`config.mk`:
```
export PLATFORM = sky130hd
export DESIGN_NAME = line_follow_ctrl
export DESIGN_NICKNAME = d
export VERILOG_FILES = /design/src/rtl/lf_pkg.sv /design/src/rtl/line_follow_ctrl_sens_debounce.sv /design/src/rtl/line_follow_ctrl.sv
export SDC_FILE = /design/constraint.sdc
export NUM_CORES = 1
export LEC_CHECK = 0
export BUFFER_PORTS_ARGS = -buffer_cell sky130_fd_sc_hd__buf_2
export CAP_MARGIN = 20
export CORE_ASPECT_RATIO = 0.8
export CORE_MARGIN = 2
export CORE_UTILIZATION = 54
export CTS_CLUSTER_DIAMETER = 50
export DETAILED_ROUTE_END_ITERATION = 12
export GPL_TIMING_DRIVEN = 0
export MAX_ROUTING_LAYER = met4
export PLACE_DENSITY_LB_ADDON = 0.25
export RECOVER_POWER = 25
export SYNTH_ARGS = -nofsm -noshare
export SYNTH_HDL_FRONTEND = slang
export SYNTH_SLANG_ARGS = --single-unit
export TNS_END_PERCENT = 20
```
`constraint.sdc`:
```
create_clock -name clk -period 2.1 [get_ports clk]
set_input_delay 0.525 -clock clk [delete_from_list [all_inputs] [get_ports clk]]
set_output_delay 0.525 -clock clk [all_outputs]
set_load 0.03 [all_outputs]
```
`src/rtl/lf_pkg.sv`:
```
// Shared types for the line-following drive controller: FSM states,
// tape classification and H-bridge direction codes.
package lf_pkg;

    typedef enum logic [2:0] {
        ST_IDLE    = 3'd0,
        ST_FOLLOW  = 3'd1,
        ST_BACKOFF = 3'd2,
        ST_LOST    = 3'd3,
        ST_HALT    = 3'd4
    } lf_state_e;

    typedef enum logic [2:0] {
        CL_NONE      = 3'd0,
        CL_CENTRE    = 3'd1,
        CL_LEFTSIDE  = 3'd2,
        CL_RIGHTSIDE = 3'd3,
        CL_MARK      = 3'd4
    } lf_class_e;

    // Direction codes are {L[1:0], R[1:0]}.
    localparam logic [3:0] DIR_STOP  = 4'b0000;
    localparam logic [3:0] DIR_FWD   = 4'b1001;
    localparam logic [3:0] DIR_LEFT  = 4'b0101;
    localparam logic [3:0] DIR_RIGHT = 4'b1010;
    localparam logic [3:0] DIR_REV   = 4'b0110;

    function automatic logic [1:0] en_gate(input logic drive, input logic pwm);
        if (drive && pwm) begin
            return 2'b11;
        end else begin
            return 2'b00;
        end
    endfunction

endpackage

```
`src/rtl/line_follow_ctrl_sens_debounce.sv`:
```
// Two-flop synchroniser followed by a stability counter; the output only
// follows the input after DEB_CYCLES consecutive identical samples.
module sens_debounce #(
    parameter int   DEB_CYCLES = 16,
    parameter logic RST_VAL    = 1'b0
) (
    input  logic clk,
    input  logic rst,
    input  logic d_i,
    output logic q_o
);

    localparam int CNT_W = (DEB_CYCLES > 1) ? $clog2(DEB_CYCLES) : 1;
    localparam logic [CNT_W-1:0] CNT_LAST = CNT_W'(DEB_CYCLES - 1);

    logic             meta_q;
    logic             sync_q;
    logic             acc_q;
    logic             acc_d;
    logic [CNT_W-1:0] cnt_q;
    logic [CNT_W-1:0] cnt_d;

    // Synchroniser, accepted value and stability counter.
    always_ff @(posedge clk) begin
        if (rst) begin
            meta_q <= RST_VAL;
            sync_q <= RST_VAL;
            acc_q  <= RST_VAL;
            cnt_q  <= CNT_W'(0);
        end else begin
            meta_q <= d_i;
            sync_q <= meta_q;
            acc_q  <= acc_d;
            cnt_q  <= cnt_d;
        end
    end

    // Any sample that agrees with the accepted value restarts the count.
    always_comb begin
        acc_d = acc_q;
        cnt_d = cnt_q;
        if (sync_q == acc_q) begin
            cnt_d = CNT_W'(0);
        end else if (cnt_q == CNT_LAST) begin
            acc_d = sync_q;
            cnt_d = CNT_W'(0);
        end else begin
            cnt_d = cnt_q + CNT_W'(1);
        end
    end

    assign q_o = acc_q;

endmodule

```
`src/rtl/line_follow_ctrl.sv`:
```
// Line-following drive controller: filtered sensors, drive-mode FSM and
// PWM-gated motor enables. Define LINE_SEARCH_EN to make LOST spin in place.
module line_follow_ctrl
    import lf_pkg::*;
#(
    parameter int NUM_SENS    = 3,
    parameter int DEB_CYCLES  = 16,
    parameter int PWM_W       = 8,
    parameter int BACKOFF_CYC = 50000,
    parameter int LOST_CYC    = 100000
) (
    input  logic                clk,
    input  logic                rst,
    input  logic                enable,
    input  logic [NUM_SENS-1:0] induct_n,
    input  logic                proxim,
    input  logic [PWM_W-1:0]    duty,
    output logic [3:0]          motorIn,
    output logic [1:0]          motorEn,
    output logic [2:0]          state_o
);

    localparam int CTR     = NUM_SENS / 2;
    localparam int TMR_MAX = (BACKOFF_CYC > 2 * LOST_CYC) ? BACKOFF_CYC : 2 * LOST_CYC;
    localparam int TMR_W   = $clog2(TMR_MAX + 1);
    localparam logic [TMR_W-1:0] TMR_ZERO  = TMR_W'(0);
    localparam logic [TMR_W-1:0] TMR_SAT   = {TMR_W{1'b1}};
    localparam logic [TMR_W-1:0] LOST_LAST = TMR_W'(LOST_CYC - 1);
    localparam logic [TMR_W-1:0] BACK_LAST = TMR_W'(BACKOFF_CYC - 1);
`ifdef LINE_SEARCH_EN
    localparam logic [TMR_W-1:0] SEARCH_LAST = TMR_W'(2 * LOST_CYC - 1);
`endif

    logic [NUM_SENS-1:0] induct_filt_s;
    logic                proxim_filt_s;
    lf_class_e           class_s;
    lf_state_e           state_q;
    lf_state_e           state_d;
    logic [TMR_W-1:0]    tmr_q;
    logic [TMR_W-1:0]    tmr_d;
    logic [PWM_W-1:0]    pwm_cnt_q;
    logic [PWM_W-1:0]    duty_q;
    logic [PWM_W-1:0]    duty_eff_s;
    logic                pwm_s;
    logic [3:0]          motor_in_q;
    logic [3:0]          motor_in_d;
    logic [1:0]          motor_en_q;
    logic [1:0]          motor_en_d;

    // Idle tape sensors read high, so those filters start at 1 (no tape)
    // rather than presenting a spurious MARK straight out of reset.
    for (genvar i = 0; i < NUM_SENS; i++) begin : g_induct
        sens_debounce #(
            .DEB_CYCLES(DEB_CYCLES),
            .RST_VAL   (1'b1)
        ) u_deb (
            .clk(clk),
            .rst(rst),
            .d_i(induct_n[i]),
            .q_o(induct_filt_s[i])
        );
    end

    sens_debounce #(
        .DEB_CYCLES(DEB_CYCLES),
        .RST_VAL   (1'b0)
    ) u_deb_prox (
        .clk(clk),
        .rst(rst),
        .d_i(proxim),
        .q_o(proxim_filt_s)
    );

    function automatic lf_class_e classify(input logic [NUM_SENS-1:0] t);
        logic left_s;
        logic right_s;
        left_s  = |t[NUM_SENS-1:CTR+1];
        right_s = |t[CTR-1:0];
        if (t == {NUM_SENS{1'b0}}) begin
            return CL_NONE;
        end else if (t == {NUM_SENS{1'b1}}) begin
            return CL_MARK;
        end else if (left_s && right_s) begin
            return CL_MARK;
        end else if (left_s) begin
            return CL_LEFTSIDE;
        end else if (right_s) begin
            return CL_RIGHTSIDE;
        end else begin
            return CL_CENTRE;
        end
    endfunction

    function automatic logic [TMR_W-1:0] tmr_inc(input logic [TMR_W-1:0] v);
        if (v == TMR_SAT) begin
            return v;
        end else begin
            return v + TMR_W'(1);
        end
    endfunction

    assign class_s = classify(~induct_filt_s);

    // A new duty value is picked up only as the counter wraps.
    assign duty_eff_s = (pwm_cnt_q == {PWM_W{1'b0}}) ? duty : duty_q;
    assign pwm_s      = (pwm_cnt_q < duty_eff_s);

    // Free-running PWM counter and latched duty.
    always_ff @(posedge clk) begin
        if (rst) begin
            pwm_cnt_q <= {PWM_W{1'b0}};
            duty_q    <= {PWM_W{1'b0}};
        end else begin
            pwm_cnt_q <= pwm_cnt_q + PWM_W'(1);
            duty_q    <= duty_eff_s;
        end
    end

    // FSM state and shared mode timer.
    always_ff @(posedge clk) begin
        if (rst) begin
            state_q <= ST_IDLE;
            tmr_q   <= TMR_ZERO;
        end else begin
            state_q <= state_d;
            tmr_q   <= tmr_d;
        end
    end

    // Next-state logic; proxim in FOLLOW outranks the MARK halt.
    always_comb begin
        state_d = state_q;
        tmr_d   = tmr_q;
        if (!enable) begin
            state_d = ST_IDLE;
            tmr_d   = TMR_ZERO;
        end else begin
            case (state_q)
                ST_IDLE: begin
                    state_d = ST_FOLLOW;
                    tmr_d   = TMR_ZERO;
                end
                ST_FOLLOW: begin
                    if (proxim_filt_s) begin
                        state_d = ST_BACKOFF;
                        tmr_d   = TMR_ZERO;
                    end else if (class_s == CL_MARK) begin
                        state_d = ST_HALT;
                        tmr_d   = TMR_ZERO;
                    end else if (class_s == CL_NONE) begin
                        if (tmr_q >= LOST_LAST) begin
                            state_d = ST_LOST;
                            tmr_d   = TMR_ZERO;
                        end else begin
                            tmr_d = tmr_inc(tmr_q);
                        end
                    end else begin
                        tmr_d = TMR_ZERO;
                    end
                end
                ST_BACKOFF: begin
                    if (tmr_q >= BACK_LAST) begin
                        tmr_d = TMR_ZERO;
                        if (proxim_filt_s) begin
                            state_d = ST_BACKOFF;
                        end else begin
                            state_d = ST_FOLLOW;
                        end
                    end else begin
                        tmr_d = tmr_inc(tmr_q);
                    end
                end
                ST_LOST: begin
`ifdef LINE_SEARCH_EN
                    if (class_s != CL_NONE) begin
                        state_d = ST_FOLLOW;
                        tmr_d   = TMR_ZERO;
                    end else if (tmr_q >= SEARCH_LAST) begin
                        state_d = ST_HALT;
                        tmr_d   = TMR_ZERO;
                    end else begin
                        tmr_d = tmr_inc(tmr_q);
                    end
`else
                    state_d = ST_LOST;
                    tmr_d   = TMR_ZERO;
`endif
                end
                ST_HALT: begin
                    state_d = ST_HALT;
                    tmr_d   = TMR_ZERO;
                end
                default: begin
                    state_d = ST_IDLE;
                    tmr_d   = TMR_ZERO;
                end
            endcase
        end
    end

`ifdef LINE_SEARCH_EN
    logic last_right_q;

    // Remembers which side the line was last seen on to pick the spin way.
    always_ff @(posedge clk) begin
        if (rst) begin
            last_right_q <= 1'b0;
        end else if (class_s != CL_NONE) begin
            last_right_q <= (class_s == CL_RIGHTSIDE);
        end else begin
            last_right_q <= last_right_q;
        end
    end
`endif

    // Output decode from current state and tape class.
    always_comb begin
        motor_in_d = motor_in_q;
        motor_en_d = 2'b00;
        case (state_q)
            ST_IDLE: begin
                motor_in_d = DIR_STOP;
                motor_en_d = 2'b00;
            end
            ST_FOLLOW: begin
                case (class_s)
                    CL_CENTRE:    motor_in_d = DIR_FWD;
                    CL_LEFTSIDE:  motor_in_d = DIR_LEFT;
                    CL_RIGHTSIDE: motor_in_d = DIR_RIGHT;
                    default:      motor_in_d = motor_in_q;
                endcase
                motor_en_d = en_gate(1'b1, pwm_s);
            end
            ST_BACKOFF: begin
                motor_in_d = DIR_REV;
                motor_en_d = en_gate(1'b1, pwm_s);
            end
            ST_LOST: begin
`ifdef LINE_SEARCH_EN
                if (last_right_q) begin
                    motor_in_d = DIR_RIGHT;
                end else begin
                    motor_in_d = DIR_LEFT;
                end
                motor_en_d = en_gate(1'b1, pwm_s);
`else
                motor_in_d = motor_in_q;
                motor_en_d = 2'b00;
`endif
            end
            ST_HALT: begin
                motor_in_d = motor_in_q;
                motor_en_d = 2'b00;
            end
            default: begin
                motor_in_d = DIR_STOP;
                motor_en_d = 2'b00;
            end
        endcase
    end

    // Registered motor outputs.
    always_ff @(posedge clk) begin
        if (rst) begin
            motor_in_q <= DIR_STOP;
            motor_en_q <= 2'b00;
        end else begin
            motor_in_q <= motor_in_d;
            motor_en_q <= motor_en_d;
        end
    end

    assign motorIn = motor_in_q;
    assign motorEn = motor_en_q;
    assign state_o = state_q;

endmodule

```
==> results.py <==
metrics = {
    "sta": {
        "setup_viol": 12,
        "fmax_mhz": 457,
        "post-route-period-util": 1.04,
        "min_period_ns": 2.19,
        "rsz0062_at_grt": "true",
        "tightestPinTransition_ns": 0.624,
        "slew_violations": 0,
        "hold_viol": 0,
        "clock_skew_ns": 0.0111,
        "fin_ws_ns": -0.0904,
        "slew_headroom": 0.583,
        "hold_slack_ns": 0.355,
    },
    "worst_setup_path": {
        "r2r_end": "motorEn[0]",
        "endpoint": "motorEn[0]",
        "r2r_start": "pwm_cnt_q[1]",
        "cp-end-kind": "flip-flop",
        "cp-startpoint": "pwm_cnt_q[1]",
        "critPathMaxFanout": 4,
        "rr_worst_depth": 8,
        "crit_arrival_ns": 2.48,
        "worst_setup_path_start_kind": "flip-flop",
        "worstSetupPathType": "reg -> reg",
        "cp.required_ns": 2.39,
        "r2r_slack_ns": -0.09,
    },
    "placement": {
        "placedCellCount": 460,
        "dp_hpwl_um": 4720,
        "numPortBuffers": 23,
        "globalplace.congestion": 0.841,
    },
    "floorplan": {
        "rows": 25,
        "core-area_um2": 5880,
        "dieHeight_um": 73.7,
        "dieWidth_um": 91.2,
        "start_util": 0.558,
        "die_area_um2": 6720,
        "io_pins": 24,
    },
    "clock_tree": {
        "clk_latency_ns": 0.35,
        "cts_buffer_depth": 2,
        "cts_buffers": 9,
        "cts_root_buf": "clkbuf_8",
        "clk_pin_slew_ns": 0.08,
        "cts-htree-levels": 3,
        "cts_num_sinks": 70,
        "cts_tree": "yes",
    },
    "synthesis": {
        "synth_cell_types": 52,
        "syn_area_um2": 3280,
        "synth_edf_count": 0,
        "synth_warnings": 0,
        "async_flop_share": 0,
        "ys_seq_elements": 70,
        "netlist_instances": 356,
        "avgSynthCellArea_um2": 9.22,
        "ys_seq_area_frac": 0.427,
        "ys.flop_type": "dfxtp_1",
        "syn_nets": 386,
    },
    "drt": {
        "avgRoutedWirePerCell_um": 15.3,
        "first_pass_iters": 4,
        "drtAntennaViolNets": 0,
        "drcViolationCount": 0,
        "via_per_inst": 5.51,
        "drtIter0Drc": 172,
        "wl_um": 7530,
        "vias": 2717,
    },
    "layout": {
        "nFillCells": 478,
        "area_delta_synth_final_pct": 24.2,
        "layout.cells.non_filler": 493,
        "diodes": 0,
        "fin_nets": 437,
        "drive_above_1_share": 0.267,
    },
    "power_and_ir_drop": {
        "p_total_mw": 3.11,
        "cellLeakagePower_nw": 1.53,
        "max-vdd-ir-drop_v": 0.000465,
        "power.density_nw_per_um2": 763,
    },
    "global_route": {
        "grt_overflow": 0,
        "grtUsageTotal": 0.232,
        "antenna_found_initial": 0,
        "grt_max_degree": 14,
        "grt_pass1_wl_um": 11800,
        "grt_pass1_vias": 2506,
    },
    "outcome": {
        "status": "complete, but fails checks",
        "violations": "setup timing",
    },
    "job": {
        "drv_cap": 0,
    },
    "min_path": {
        "hold_class": "in -> reg",
    },
}
==> cell usage in the layout (no fill, tap or decap), types with 9 or more instances in the layout <==
cell | Yosys | routed
xor2_1 | 11 | 11
nand3_1 | 15 | 15
xnor2_1 | 16 | 16
buf_4 | 3 | 18
ha_1 | 15 | 11
a21oi_1 | 10 | 9
buf_2 | 1 | 23
nand2_1 | 12 | 12
clkbuf_8 | 1 | 9
nor2_1 | 62 | 52
dfxtp_1 | 70 | 66
or2_2 | 10 | 10
==> cell usage after synthesis (all sizes together) (4+ instances only) <==
library cell / n / area (µm²)
and3: 8 / 51.3
ha: 15 / 188
nand4: 4 / 25.0
or2: 11 / 68.8
buf: 7 / 61.3
nor2b: 5 / 31.3
xor2: 11 / 96.3
nand2: 12 / 45.0
xnor2: 16 / 140
or3: 5 / 31.3
nor4: 4 / 25.0
nand2b: 6 / 37.5
nor2: 62 / 233
o21ai: 7 / 35.0
a21oi: 10 / 50.1
a2111oi: 6 / 71.3
nand3: 17 / 95.1
nor3: 9 / 50.1
clkbuf: 6 / 32.5
dfxtp: 70 / 1400
a211oi: 8 / 60.1
a31oi: 4 / 25.0
inv: 10 / 37.5
mux2i: 10 / 100
==> per-layer routing <==
layer	part of all wire	up-vias	GRT usage
met5	0	-	-
met4	0.020	0	0.0707
met3	0.040	15	0.0677
met2	0.48	54	0.360
met1	0.46	1283	0.296
li1	-	1365	-
==> critical path, stage by stage, from the launching register on <==
cell and delay (ns):
dfxtp_1 0.41, inv_1 0.08, ha_1 0.21, nand3_2 0.12, buf_4 0.16, mux2i_1 0.26, ha_1 0.31, a2111oi_4 0.36
o311a_1 0.22
==> what timing repair did <==
item,CTS,global route
endpoints found under the setup margin,21,23
pin swaps,20,10
buffers inserted,13,4
resized for setup,20,25
hold buffers,0,0
cloned,1,0
==> layout make-up <==
type / count / area [µm²] / area share
multi-input combinational: 263 / 1910 / 0.469
sequential: 70 / 1410 / 0.346
timing repair buffer: 41 / 260 / 0.0638
clock inverter: 7 / 145 / 0.0356
clock buffer: 9 / 124 / 0.0304
tap: 81 / 101 / 0.0249
buffer: 12 / 80.1 / 0.0196
inverter: 10 / 43.8 / 0.0107
==> through the flow <==
stage	setup slack [ns]	utilization	setup TNS (ns)	area [µm²]
floorplan	-0.00366	-	-0.00366	3300
global placement	-0.185	0.598	-2.29	3520
detailed placement	-0.318	0.598	-3.03	3520
CTS	-0.135	0.672	-1.98	3950
global route	-0.205	0.693	-1.62	4080
finish	-0.0904	0.693	-0.340	4080
==> registers in the layout (all words and copies together) (netlist names) <==
register / cells
pwm_cnt_q: 8
duty_q: 8
u_deb_prox.cnt_q: 4
u_deb_prox.sync_q: 1
g_induct.u_deb.sync_q: 3
motorIn: 4
state_o: 3
g_induct.u_deb.cnt_q: 12
u_deb_prox.q_o: 1
g_induct.u_deb.q_o: 3
g_induct.u_deb.meta_q: 3
motorEn: 1
u_deb_prox.meta_q: 1
tmr_q: 18
==> power breakdown <==
part / internal [mW] / switching, mW
logic: 0.135 / 0.141
clock network: 0.915 / 0.534
registers: 1.36 / 0.0241
total: 2.41 / 0.699
==> kinds of logic after synthesis <==
group                    share of synthesized area
AND/OR/NAND/NOR                              0.240
flip-flops                                   0.427
AO/OA/AOI/OAI                                0.132
XOR/XNOR                                    0.0721
buffers and inverters                       0.0400
adder cells (fa/ha/maj)                     0.0572
multiplexers                                0.0305
other                                      0.00114
==> how the worst min path moves through the flow <==
stage | startpoint | endpoint | slack [ns] | depth (start not counted)
final | induct_n[0] | g_induct[0].u_deb.meta_q | 0.36 | 2
after CTS | induct_n[0] | g_induct[0].u_deb.meta_q | 0.34 | 2
after floorplan | g_induct[0].u_deb.meta_q | g_induct[0].u_deb.sync_q | 0.39 | 1
after global placement | g_induct[2].u_deb.meta_q | g_induct[2].u_deb.sync_q | 0.40 | 1
after detailed placement | g_induct[0].u_deb.meta_q | g_induct[0].u_deb.sync_q | 0.40 | 1
after global routing | induct_n[0] | g_induct[0].u_deb.meta_q | 0.35 | 2
(Power assumes the default switching activity.)
